$ cat src/rtl/alu_cmd_pkg.sv
// Shared constants for the ALU command executor: command types, ALU opcodes,
// controller state encoding and a small opcode-legality helper.
package alu_cmd_pkg;

  // Command type encoding on cmd_type
  localparam logic CMD_WRITE_IMM = 1'b0;
  localparam logic CMD_ALU_OP    = 1'b1;

  // ALU operation codes on cmd_alu_ctrl
  localparam logic [2:0] ALU_ADD = 3'b000;
  localparam logic [2:0] ALU_SUB = 3'b001;
  localparam logic [2:0] ALU_AND = 3'b010;
  localparam logic [2:0] ALU_XOR = 3'b011;
  localparam logic [2:0] ALU_OR  = 3'b100;
  localparam logic [2:0] ALU_SLT = 3'b101;

  // Command sequencing states
  typedef enum logic [1:0] {
    ST_IDLE = 2'd0,
    ST_EXEC = 2'd1,
    ST_WB   = 2'd2,
    ST_RESP = 2'd3
  } state_t;

  // Opcodes 110 and 111 are reserved; everything up to SLT is implemented
  function automatic logic op_is_legal(input logic [2:0] ctrl);
    return (ctrl <= ALU_SLT);
  endfunction

endpackage

$ cat src/rtl/alu_core.sv
// Combinational ALU: result plus zero / signed-overflow / illegal-op flags.
// Overflow is only meaningful for ADD and SUB and reads 0 otherwise.
module alu_core
  import alu_cmd_pkg::*;
#(
  parameter int DATA_W = 32
) (
  input  logic [DATA_W-1:0] a,
  input  logic [DATA_W-1:0] b,
  input  logic [2:0]        ctrl,
  output logic [DATA_W-1:0] result,
  output logic              zero,
  output logic              overflow,
  output logic              illegal
);

  logic [DATA_W-1:0] sum;
  logic [DATA_W-1:0] diff;
  logic              sa, sb;
  logic              slt;

  assign sum  = a + b;
  assign diff = a - b;
  assign sa   = a[DATA_W-1];
  assign sb   = b[DATA_W-1];
  assign slt  = ($signed(a) < $signed(b));

  // Operation select and flag generation
  always_comb begin
    result   = '0;
    overflow = 1'b0;
    illegal  = 1'b0;
    unique case (ctrl)
      ALU_ADD: begin
        result   = sum;
        // same-sign operands producing a result of the other sign
        overflow = (sa == sb) && (sum[DATA_W-1] != sa);
      end
      ALU_SUB: begin
        result   = diff;
        // differing-sign operands where the result sign departs from A
        overflow = (sa != sb) && (diff[DATA_W-1] != sa);
      end
      ALU_AND: result = a & b;
      ALU_XOR: result = a ^ b;
      ALU_OR:  result = a | b;
      ALU_SLT: result = {{(DATA_W-1){1'b0}}, slt};
      default: begin
        result  = '0;
        illegal = 1'b1;
      end
    endcase
  end

  assign zero = (result == '0);

endmodule

$ cat src/rtl/alu_cmd_executor.sv
// Single-command ALU executor: accepts one command over valid/ready, reads
// the local register file, computes (or takes the immediate), writes back and
// returns result and flags over a valid/ready response channel.
// Timeline per command: accept N, EXEC N+1, WB N+2, response from N+3.
module alu_cmd_executor
  import alu_cmd_pkg::*;
#(
  parameter  int DATA_W = 32,
  parameter  int NREG   = 4,
  localparam int AW     = (NREG > 1) ? $clog2(NREG) : 1
) (
  input  logic              clk,
  input  logic              rst,
  // command channel
  input  logic              cmd_valid,
  output logic              cmd_ready,
  input  logic              cmd_type,
  input  logic [AW-1:0]     cmd_src1,
  input  logic [AW-1:0]     cmd_src2,
  input  logic [AW-1:0]     cmd_dst,
  input  logic [2:0]        cmd_alu_ctrl,
  input  logic [DATA_W-1:0] cmd_imm,
  // response channel
  output logic              rsp_valid,
  input  logic              rsp_ready,
  output logic [DATA_W-1:0] rsp_result,
  output logic [AW-1:0]     rsp_dst,
  output logic              rsp_zero,
  output logic              rsp_overflow,
  output logic              rsp_illegal,
  // debug read port
  input  logic [AW-1:0]     dbg_addr,
  output logic [DATA_W-1:0] dbg_data
);

  state_t state_q, state_d;

  // captured command
  logic              type_q;
  logic [AW-1:0]     src1_q;
  logic [AW-1:0]     src2_q;
  logic [AW-1:0]     dst_q;
  logic [2:0]        ctrl_q;
  logic [DATA_W-1:0] imm_q;

  // registered result and flags; these drive the response outputs directly
  logic [DATA_W-1:0] res_q;
  logic              zero_q;
  logic              ovf_q;
  logic              ill_q;

  logic [DATA_W-1:0] regs [NREG];

  logic [DATA_W-1:0] opa, opb;
  logic [DATA_W-1:0] alu_res;
  logic              alu_zero, alu_ovf, alu_ill;

  logic [DATA_W-1:0] exec_res;
  logic              exec_zero, exec_ovf, exec_ill;

  logic              cmd_fire;
  logic              rsp_fire;

  assign cmd_fire = cmd_valid && cmd_ready;
  assign rsp_fire = rsp_valid && rsp_ready;

  // Operand read happens in EXEC, ahead of the WB write, so src == dst is safe
  assign opa = regs[src1_q];
  assign opb = regs[src2_q];

  alu_core #(.DATA_W(DATA_W)) u_alu (
    .a        (opa),
    .b        (opb),
    .ctrl     (ctrl_q),
    .result   (alu_res),
    .zero     (alu_zero),
    .overflow (alu_ovf),
    .illegal  (alu_ill)
  );

  // Result select: the immediate path bypasses the ALU and carries no overflow
  always_comb begin
    exec_res  = alu_res;
    exec_zero = alu_zero;
    exec_ovf  = alu_ovf;
    exec_ill  = alu_ill;
    if (type_q == CMD_WRITE_IMM) begin
      exec_res  = imm_q;
      exec_zero = (imm_q == '0);
      exec_ovf  = 1'b0;
      exec_ill  = 1'b0;
    end
  end

  // State register
  always_ff @(posedge clk) begin
    if (rst) state_q <= ST_IDLE;
    else     state_q <= state_d;
  end

  // Next-state and handshake outputs
  always_comb begin
    state_d   = state_q;
    cmd_ready = 1'b0;
    rsp_valid = 1'b0;
    unique case (state_q)
      ST_IDLE: begin
        cmd_ready = !rst;
        if (cmd_fire) state_d = ST_EXEC;
      end
      ST_EXEC: state_d = ST_WB;
      ST_WB:   state_d = ST_RESP;
      ST_RESP: begin
        rsp_valid = 1'b1;
        if (rsp_ready) state_d = ST_IDLE;
      end
      default: state_d = ST_IDLE;
    endcase
  end

  // Command capture on accept; fields are ignored while busy
  always_ff @(posedge clk) begin
    if (rst) begin
      type_q <= CMD_WRITE_IMM;
      src1_q <= '0;
      src2_q <= '0;
      dst_q  <= '0;
      ctrl_q <= '0;
      imm_q  <= '0;
    end else if (cmd_fire) begin
      type_q <= cmd_type;
      src1_q <= cmd_src1;
      src2_q <= cmd_src2;
      dst_q  <= cmd_dst;
      ctrl_q <= cmd_alu_ctrl;
      imm_q  <= cmd_imm;
    end
  end

  // Result and flag register, loaded at the end of EXEC and held through RESP
  always_ff @(posedge clk) begin
    if (rst) begin
      res_q  <= '0;
      zero_q <= 1'b0;
      ovf_q  <= 1'b0;
      ill_q  <= 1'b0;
    end else if (state_q == ST_EXEC) begin
      res_q  <= exec_res;
      zero_q <= exec_zero;
      ovf_q  <= exec_ovf;
      ill_q  <= exec_ill;
    end
  end

  // Register file write-back in WB; reset takes priority so a write-back
  // coinciding with reset is dropped, and illegal ops leave the file untouched
  always_ff @(posedge clk) begin
    if (rst) begin
      for (int i = 0; i < NREG; i++) regs[i] <= '0;
    end else if (state_q == ST_WB && !ill_q) begin
      regs[dst_q] <= res_q;
    end
  end

  assign rsp_result   = res_q;
  assign rsp_dst      = dst_q;
  assign rsp_zero     = zero_q;
  assign rsp_overflow = ovf_q;
  assign rsp_illegal  = ill_q;

  assign dbg_data = regs[dbg_addr];

endmodule

$ cat config.mk
export PLATFORM = sky130hd
export DESIGN_NAME = alu_cmd_executor
export DESIGN_NICKNAME = d
export VERILOG_FILES = /design/src/rtl/alu_cmd_pkg.sv /design/src/rtl/alu_core.sv /design/src/rtl/alu_cmd_executor.sv
export SDC_FILE = /design/constraint.sdc
export NUM_CORES = 1
export LEC_CHECK = 0
export CELL_PAD_IN_SITES_DETAIL_PLACEMENT = 1
export CELL_PAD_IN_SITES_GLOBAL_PLACEMENT = 1
export CORE_ASPECT_RATIO = 1.1
export CORE_UTILIZATION = 47
export CTS_BUF_LIST = sky130_fd_sc_hd__clkbuf_16
export DETAILED_ROUTE_END_ITERATION = 6
export MAX_ROUTING_LAYER = met4
export PLACE_DENSITY_LB_ADDON = 0.1
export SETUP_SLACK_MARGIN = 0.15
export SKIP_CTS_REPAIR_TIMING = 1
export SYNTH_ARGS = -nofsm -noshare
export SYNTH_HDL_FRONTEND = slang
export SYNTH_SLANG_ARGS = --single-unit
$ cat constraint.sdc
create_clock -name clk -period 6.65 [get_ports clk]
set_input_delay 1.995 -clock clk [delete_from_list [all_inputs] [get_ports clk]]
set_output_delay 1.995 -clock clk [all_outputs]
set_load 0.05 [all_outputs]
==> results.json, run 1 <==
{
  "grt_pass1_vias": 14550,
  "syn_inst": 1662,
  "cts_sinks": 211,
  "place.gp.congestion": 0.9741,
  "ys_seq_area_frac": 0.3453,
  "holdPathStages": 2,
  "status": "completed",
  "synth_top_family_by_area": "simple AND/OR/NAND/NOR gates",
  "yosys_warnings": 0,
  "wl_per_cell_um": 28.13,
  "r2r_setup_slack_ps": 1050,
  "pre_cts_ws_ps": 698.9,
  "yosys.area_share.xor_xnor": 0.007142,
  "vias": 14280,
  "track_usage": 0.3650,
  "core_region_area_um2": 33280,
  "diodes": 0,
  "die-area_um2": 34660,
  "cp_max_fo": 17,
  "nFillCells": 3744,
  "finalHoldWorstSlack_ps": 484.0,
  "wl_met1_um": 25760,
  "yosys.area.top_type_share": 0.2411,
  "fin_util": 0.5458,
  "critPathArrivalTime_ps": 4040,
  "nets": 1878,
  "synth.cell_area_um2": 15940,
  "crit_required_ps": 4660,
  "rows": 70,
  "hold_violations": 0,
  "startpoint_type": "input pin",
  "period_needed_ps": 6039,
  "p_leak_nw": 6.764,
  "synth_fa_ha_area_frac": 0.08413,
  "yosys.area_share.simple": 0.1825,
  "ys_async_sr_fraction": 0,
  "start_util": 0.4790,
  "grt_max_degree": 60,
  "detailed_place_hpwl_um": 44190,
  "p_per_area_nw_per_um2": 385.9,
  "drv_cap": 0,
  "post-route-drc-count": 0,
  "fp.dieW_um": 177.6,
  "synthMuxAreaShare": 0.1513,
  "slew_headroom": 0.2263,
  "final_max_slew_viol_count": 0,
  "yosysTopAreaCell": "edfxtp_1",
  "hp-class": "reg -> reg",
  "cts_buffers": 23,
  "synth_cell_types": 94,
  "antenna_found_initial": 0,
  "cts.htree.levels": 1,
  "final_cell_mix": "nand2_1, nor2_1, and2_1",
  "final_layout_size_suffix_gt1_frac": 0.1253,
  "dieHeight_um": 195.2,
  "io_pins": 119,
  "wirelength_um": 61090,
  "insertion_delay_ps": 530,
  "highest_layer": "met4",
  "io_buffer_count": 118,
  "syn_avg_cell_area_um2": 9.593,
  "clk_pin_slew_ps": 60,
  "area_growth_pct": 13.93,
  "ff2ff_path_depth": 16,
  "layout_commonest_cell": "nand2_1",
  "peakVddDrop_uv": 228.3,
  "tightest_slew_ps": 1161,
  "setup_tns_ps": 0,
  "syn-num-nets": 1816,
  "grt_pass1_wl_um": 91090,
  "via_per_inst": 6.575,
  "setup_ws_ps": 611.0,
  "setup_violations": 0,
  "ys_ff_latch": 211,
  "antenna_left": 0,
  "grt-ovfl-total": 0,
  "worst_clock_skew_ps": 9.989,
  "synth-edff-count": 128,
  "cts_tree": "done",
  "critical_path_class": "in -> out",
  "cp-end-kind": "output port",
  "first_pass_iters": 6,
  "rsz0062_at_grt": "false",
  "synth_area_leaders": "edfxtp_1, mux4_2, dfxtp_1",
  "dr_wl_met3_um": 4426,
  "drt_iter0_drc": 1257,
  "cts_max_path_buffers": 3,
  "synth_ff_type": "edfxtp_1",
  "period_share": 0.9081,
  "wl_met2_um": 29070,
  "root_buffer": "clkbuf_16",
  "synth_compound_area_frac": 0.1734,
  "fmax_ghz": 0.1656
}
[cell type report]
class	instances	area [um^2]	share of cell area
multi-input combinational	1232	9579	0.5274
clock inverter	18	110.1	0.006062
timing repair buffer	155	1469	0.08087
sequential	211	5510	0.3034
clock buffer	23	575.6	0.03169
tap	432	540.5	0.02976
inverter	101	379.1	0.02087
[routing by layer]
metal / vias up / global-route usage
met4: 0 / 0.1187
met3: 117 / 0.05238
met5: - / -
met1: 7257 / 0.4834
met2: 681 / 0.5745
li1: 6225 / -
[cell usage after synthesis (all sizes together), types with 27 or more instances]
master	instances
a211oi	28
a21oi	112
and2	134
buf	45
clkbuf	73
dfxtp	83
edfxtp	128
ha	104
inv	99
mux4	97
nand2	151
nand3	32
nor2	145
nor3	27
o21ai	91
[worst max-delay path: stages]
cell and delay, ps:
clkbuf_2 500, buf_4 410, mux4_2 360, clkdlybuf4s50_1 760
[sequential cells by signal, summed over array words and instances (netlist names), named ones only]
name	cells
ctrl_q	3
imm_q	32
regs	128
rsp_dst	2
rsp_illegal	1
rsp_overflow	1
rsp_result	32
rsp_zero	1
src1_q	2
src2_q	2
state_q	2
type_q	1
[metrics by stage]
stage,cells,power [mW],cell area (um^2)
after CTS,2172,6.908,18160
after global placement,2131,5.603,17480
after detailed placement,2131,5.693,17480
after floorplan,1662,4.367,15940
final,2172,7.009,18160
after global routing,2172,7.306,18160
[kinds of logic (layout without fill, tap and decap cells)]
| family | Yosys count | in the layout |
|---|---|---|
| buf+inv | 219 | 297 |
| simple gates | 583 | 583 |
| fa+ha+maj | 106 | 106 |
| xor+xnor | 13 | 13 |
| flops | 211 | 211 |
| mux | 119 | 119 |
| compound gates | 411 | 411 |
[final timing paths]
kind / startpoint / end
min: imm_q[30]$_SDFFE_PP0P_ / imm_q[30]$_SDFFE_PP0P_
min reg2reg: imm_q[30]$_SDFFE_PP0P_ / imm_q[30]$_SDFFE_PP0P_
max reg2reg: flop / rsp_zero$_SDFFE_PP0N_
max: dbg_addr[1] / dbg_data[7]
[power breakdown]
group | leakage, nW | internal, mW | switching [mW]
Sequential | 2.00 | 1.54 | 0.233
Combinational | 4.42 | 1.36 | 2.67
Clock | 0.343 | 0.666 | 0.545
Total | 6.76 | 3.57 | 3.44
Power figures use the tool's default switching activity.
==> run 2, diff against run 1 <==
Settings changed: SLEW_MARGIN set to 20.
Clock period 6.65 ns to 6.55 ns, I/O delays scaled along.
==> run 2 against run 1 <==
Compared with the run above:
- utilization up 0.16 points
- critical path depth is the same
- combinational power about the same
- setup slack improved by 260 ps
- register-to-register slack hardly changed
- hold slack worse by 16 ps
- global-route usage down 0.31 points
- cell count shrank 0.14%
- non-clock buffer count is 6 lower
- via count shrank 0.22%
- sequential power is 2% higher
==> results.json, run 2 (synthesis gave the netlist of run 1 again) <==
{
  "final_cell_mix": "nand2_1, nor2_1, and2_1",
  "cts_buffers": 24,
  "grt_max_degree": 60,
  "cts_sinks": 211,
  "cts.htree.levels": 1,
  "final_max_slew_viol_count": 0,
  "r2r_setup_slack_ps": 1050,
  "die-area_um2": 34660,
  "core_region_area_um2": 33280,
  "period_needed_ps": 5679,
  "grt-ovfl-total": 0,
  "ff2ff_path_depth": 16,
  "peakVddDrop_uv": 223.5,
  "largest_register_ffs": 128,
  "track_usage": 0.3618,
  "worst_clock_skew_ps": 28.20,
  "r2r_end": "rsp_result[22]$_SDFFE_PP0N_",
  "startpoint_type": "input pin",
  "start_util": 0.4790,
  "p_comb_frac": 0.562,
  "rows": 70,
  "cp-end-kind": "output port",
  "post-route-drc-count": 0,
  "drt_iter0_drc": 1271,
  "first_pass_iters": 5,
  "hp-class": "reg -> reg",
  "p_per_area_nw_per_um2": 393.7,
  "io_buffer_count": 118,
  "via_per_inst": 6.569,
  "clk_pin_slew_ps": 60,
  "diodes": 0,
  "min_from": "src1_q[1]$_SDFFE_PP0P_",
  "p_leak_nw": 6.774,
  "layout_commonest_cell": "nand2_1",
  "cts_max_path_buffers": 3,
  "status": "completed",
  "place.gp.congestion": 0.9390,
  "grt_pass1_vias": 14840,
  "setup_violations": 0,
  "vias": 14250,
  "tightest_slew_ps": 1137,
  "hold_violations": 0,
  "drv_cap": 0,
  "io_pins": 119,
  "crit_required_ps": 4590,
  "antenna_left": 0,
  "pwr-share-seq": 0.252,
  "antenna_found_initial": 0,
  "dieHeight_um": 195.2,
  "wirelength_um": 60440,
  "insertion_delay_ps": 550,
  "total_power_mw": 7.171,
  "period_share": 0.8671,
  "p_clk_frac": 0.186,
  "holdPathStages": 2,
  "slew_headroom": 0.2417,
  "wl_per_cell_um": 27.87,
  "cp_max_fo": 32,
  "fmax_ghz": 0.1761,
  "internal_power_mw": 3.691,
  "final_layout_size_suffix_gt1_frac": 0.1249,
  "setup_tns_ps": 0,
  "nets": 1873,
  "power.switching_mw": 3.481,
  "critPathArrivalTime_ps": 3710,
  "cts_tree": "done",
  "rsz0062_at_grt": "false",
  "grt_pass1_wl_um": 90680,
  "root_buffer": "clkbuf_16",
  "fp.dieW_um": 177.6,
  "critical_path_class": "in -> out",
  "area_growth_pct": 14.27,
  "p_sw_frac": 0.4854,
  "detailed_place_hpwl_um": 43180,
  "max_flop_register": "regs"
}
==> run 2: cell types whose count changed in the layout (fill, tap and decap cells not counted), sizes merged <==
cell	before	now
clkinv	13	14
buf	39	33
clkbuf	24	27
clkinvlp	2	1
==> run 2: worst max-delay path, stage by stage <==
cell             delay (ps)
buf_2                   100
buf_12                  290
mux4_2                  590
clkdlybuf4s50_1         730
==> run 2: routing by layer <==
metal | wire length [um] | global-route usage
met1 | 25550 | 0.4792
met2 | 28320 | 0.5686
met3 | 4522 | 0.04517
met4 | 2051 | 0.1314
met5 | 0 | -
==> run 2: how the worst max path moves through the flow <==
stage	start	to	slack, ps
after global routing	flop	rsp_result[22]$_SDFFE_PP0N_	660
after floorplan	dbg_addr[0]	dbg_data[10]	1130
after global placement	dbg_addr[0]	dbg_data[20]	920
after CTS	dbg_addr[0]	dbg_data[3]	870
after detailed placement	dbg_addr[0]	dbg_data[7]	890
final	dbg_addr[0]	dbg_data[3]	870
==> run 2: power groups by stage <==
| stage | clock [mW] | sequential (mW) | combinational (mW) |
|---|---|---|---|
| floorplan | 0 | 1.82 | 2.61 |
| global placement | 0 | 1.82 | 3.82 |
| detailed placement | 0 | 1.83 | 3.91 |
| CTS | 1.34 | 1.80 | 3.94 |
| global route | 1.38 | 1.82 | 4.28 |
| finish | 1.33 | 1.81 | 4.03 |
==> run 2: metrics by stage <==
stage | setup WS (ps) | utilization | std cells | hold WS, ps | cell area (um^2)
4_1_cts | 866.0 | 0.5474 | 2169 | 478.0 | 18220
3_3_place_gp | 921.0 | 0.5242 | 2125 | 462.9 | 17450
3_5_place_dp | 886.4 | 0.5243 | 2125 | 468.3 | 17450
6_report | 870.7 | 0.5474 | 2169 | 467.7 | 18220
5_1_grt | 658.2 | 0.5474 | 2169 | 500.4 | 18220
2_1_floorplan | 1131 | - | 1662 | 436.4 | 15940
==> run 2: cell type report <==
type                            count  area, um^2
Tap cell                          432       540.5
Timing Repair Buffer              149        1436
Multi-Input combinational cell   1232        9584
Clock inverter                     18       116.4
Inverter                          101       379.1
Fill cell                        3739       15060
Clock buffer                       26       650.6
Sequential cell                   211        5510
==> run 3, diff against run 2 <==
Settings changed: CORE_UTILIZATION 47 to 51, CTS_BUF_LIST sky130_fd_sc_hd__clkbuf_16 to unset, CTS_CLUSTER_SIZE set to 24, DONT_BUFFER_PORTS set to 1.
==> run 3 against run 2 <==
Compared with the run above:
- non-clock buffer count is 119 lower
- clock power is 3% higher
- clock skew is 2.9 ps higher
- register-to-register slack worse by 95 ps
- utilization is 0.84 points higher
- largest power group unchanged
- sequential power is 7% higher
- global-route usage is 3.1 points higher
- critical path type is now reg -> reg
- sequential share of layout area is 2.2 points higher
- cell area is 6.7% lower
==> results.json, run 3 (synthesis gave the netlist of run 1 again) <==
{
  "status": "completed",
  "drt_iter0_drc": 1610,
  "period_share": 0.8543,
  "final_max_slew_viol_count": 0,
  "dieHeight_um": 187.4,
  "ff2ff_path_depth": 16,
  "root_buffer": "clkbuf_16",
  "p_leak_nw": 6.318,
  "critical_path_class": "reg -> reg",
  "wl_per_cell_um": 29.61,
  "drv_cap": 0,
  "place.gp.congestion": 0.9711,
  "min_from": "imm_q[9]$_SDFFE_PP0P_",
  "final_cell_mix": "nand2_1, nor2_1, and2_1",
  "nFillCells": 3440,
  "antenna_left": 0,
  "worst_clock_skew_ps": 31.10,
  "r2r_setup_slack_ps": 950,
  "via_per_inst": 6.844,
  "holdPathStages": 2,
  "path_delay_family": "compound AO/OA/AOI/OAI gates",
  "io_pins": 119,
  "layout_commonest_cell": "nand2_1",
  "track_usage": 0.3924,
  "cp_max_fo": 18,
  "p_per_area_nw_per_um2": 416.2,
  "grt_pass1_wl_um": 90440,
  "min_to": "imm_q[9]$_SDFFE_PP0P_",
  "rsz0062_at_grt": "false",
  "cts_max_path_buffers": 3,
  "nets": 1753,
  "peakVddDrop_uv": 273.8,
  "cts_sinks": 211,
  "grt-ovfl-total": 0,
  "setup_violations": 0,
  "max_flop_register": "regs",
  "place_area_um2": 16210,
  "largest_register_ffs": 128,
  "cpMaxStageDelayCell": "a211oi_1",
  "vias": 13910,
  "cp-end-kind": "flop",
  "setup_tns_ps": 0,
  "antenna_found_initial": 3,
  "power.switching_mw": 3.452,
  "finalHoldWorstSlack_ps": 474.6,
  "max_stage_delay_ps": 880,
  "final_cell_area_um2": 17010,
  "hp-class": "reg -> reg",
  "crit_chain": "mux4_2 -> inv_1 -> ha_1 -> inv_1 -> fa_1 -> nor2b_1 -> o21ai_1 -> o21ai_0 -> o31ai_1 -> o21ai_0 -> o21ai_0 -> nand2_1 -> a211oi_1 -> nand2_1 -> nor4_1 -> a41o_1",
  "crit_required_ps": 7030,
  "r2r_end": "rsp_zero$_SDFFE_PP0N_",
  "rows": 67,
  "p_sw_frac": 0.4878,
  "clk_pin_slew_ps": 60,
  "wirelength_um": 60180,
  "setup_ws_ps": 954.5,
  "internal_power_mw": 3.625,
  "critPathMostFrequentCell": "o21ai_0",
  "startpoint_type": "flop",
  "fp.dieW_um": 170.6,
  "grt_pass1_vias": 14200,
  "p_clk_frac": 0.194,
  "p_comb_frac": 0.534,
  "insertion_delay_ps": 530,
  "cts_tree": "done",
  "path_buf_inv": 2,
  "grt_max_degree": 67,
  "pre_cts_ws_ps": 1085,
  "critPathArrivalTime_ps": 6070,
  "final_layout_size_suffix_gt1_frac": 0.1313,
  "io_buffer_count": 0,
  "die-area_um2": 31970,
  "area_growth_pct": 6.663,
  "cts.htree.levels": 1,
  "detailed_place_hpwl_um": 42960,
  "slew_headroom": 0.2376,
  "period_needed_ps": 5595,
  "cts_buffers": 23,
  "fmax_ghz": 0.1787,
  "hold_violations": 0,
  "tightest_slew_ps": 1144,
  "post-route-drc-count": 0,
  "first_pass_iters": 6,
  "start_util": 0.5210,
  "core_region_area_um2": 30600,
  "pwr-share-seq": 0.272
}
==> run 3: how the worst max path moves through the flow <==
stage | startpoint | end | slack (ps) | cells past startpoint
final | flop | rsp_zero$_SDFFE_PP0N_ | 950 | 16
after global routing | flop | rsp_zero$_SDFFE_PP0N_ | 640 | 16
after detailed placement | flop | rsp_zero$_SDFFE_PP0N_ | 1090 | 16
after CTS | flop | rsp_zero$_SDFFE_PP0N_ | 1070 | 15
after floorplan | dbg_addr[0] | dbg_data[10] | 1130 | 3
after global placement | flop | rsp_zero$_SDFFE_PP0N_ | 600 | 15
==> run 3: power groups by stage <==
stage	clock network [mW]	registers (mW)	logic, mW
finish	1.37	1.93	3.78
global route	1.43	1.95	4.01
CTS	1.38	1.92	3.67
detailed placement	0	1.95	3.64
global placement	0	1.93	3.58
floorplan	0	1.82	2.61
==> run 3: metal layers <==
layer  wire length [um]  global-route usage
met1              25150              0.5238
met2              27660              0.6000
met3               5737             0.08654
met4               1625              0.1074
met5                  0                   -
==> run 3: layout make-up <==
type | count | area (um^2) | share of cell area
clock buffer | 33 | 664.4 | 0.03907
sequential | 211 | 5510 | 0.3240
tap | 414 | 518.0 | 0.03046
timing repair buffer | 30 | 221.5 | 0.01302
clock inverter | 8 | 123.9 | 0.007284
inverter | 101 | 379.1 | 0.02229
antenna | 3 | 7.507 | 0.0004415
multi-input combinational | 1232 | 9580 | 0.5634
==> run 3: stage by stage <==
stage / instances / util / total power, mW
5_1_grt: 2031 / 0.5557 / 7.388
2_1_floorplan: 1662 / - / 4.434
6_report: 2032 / 0.5558 / 7.077
3_3_place_gp: 1987 / 0.5296 / 5.510
4_1_cts: 2029 / 0.5555 / 6.972
3_5_place_dp: 1988 / 0.5297 / 5.583
==> run 3: worst reg2reg max path, cell delays in order (launching register included) <==
cell and delay (ps):
dfxtp_2 770, mux4_2 610, inv_1 100, ha_1 180, inv_1 70, fa_1 490
nor2b_1 160, o21ai_1 190, o21ai_0 150, o31ai_1 740, o21ai_0 250, o21ai_0 200
nand2_1 70, a211oi_1 880, nand2_1 110, nor4_1 390, a41o_1 210
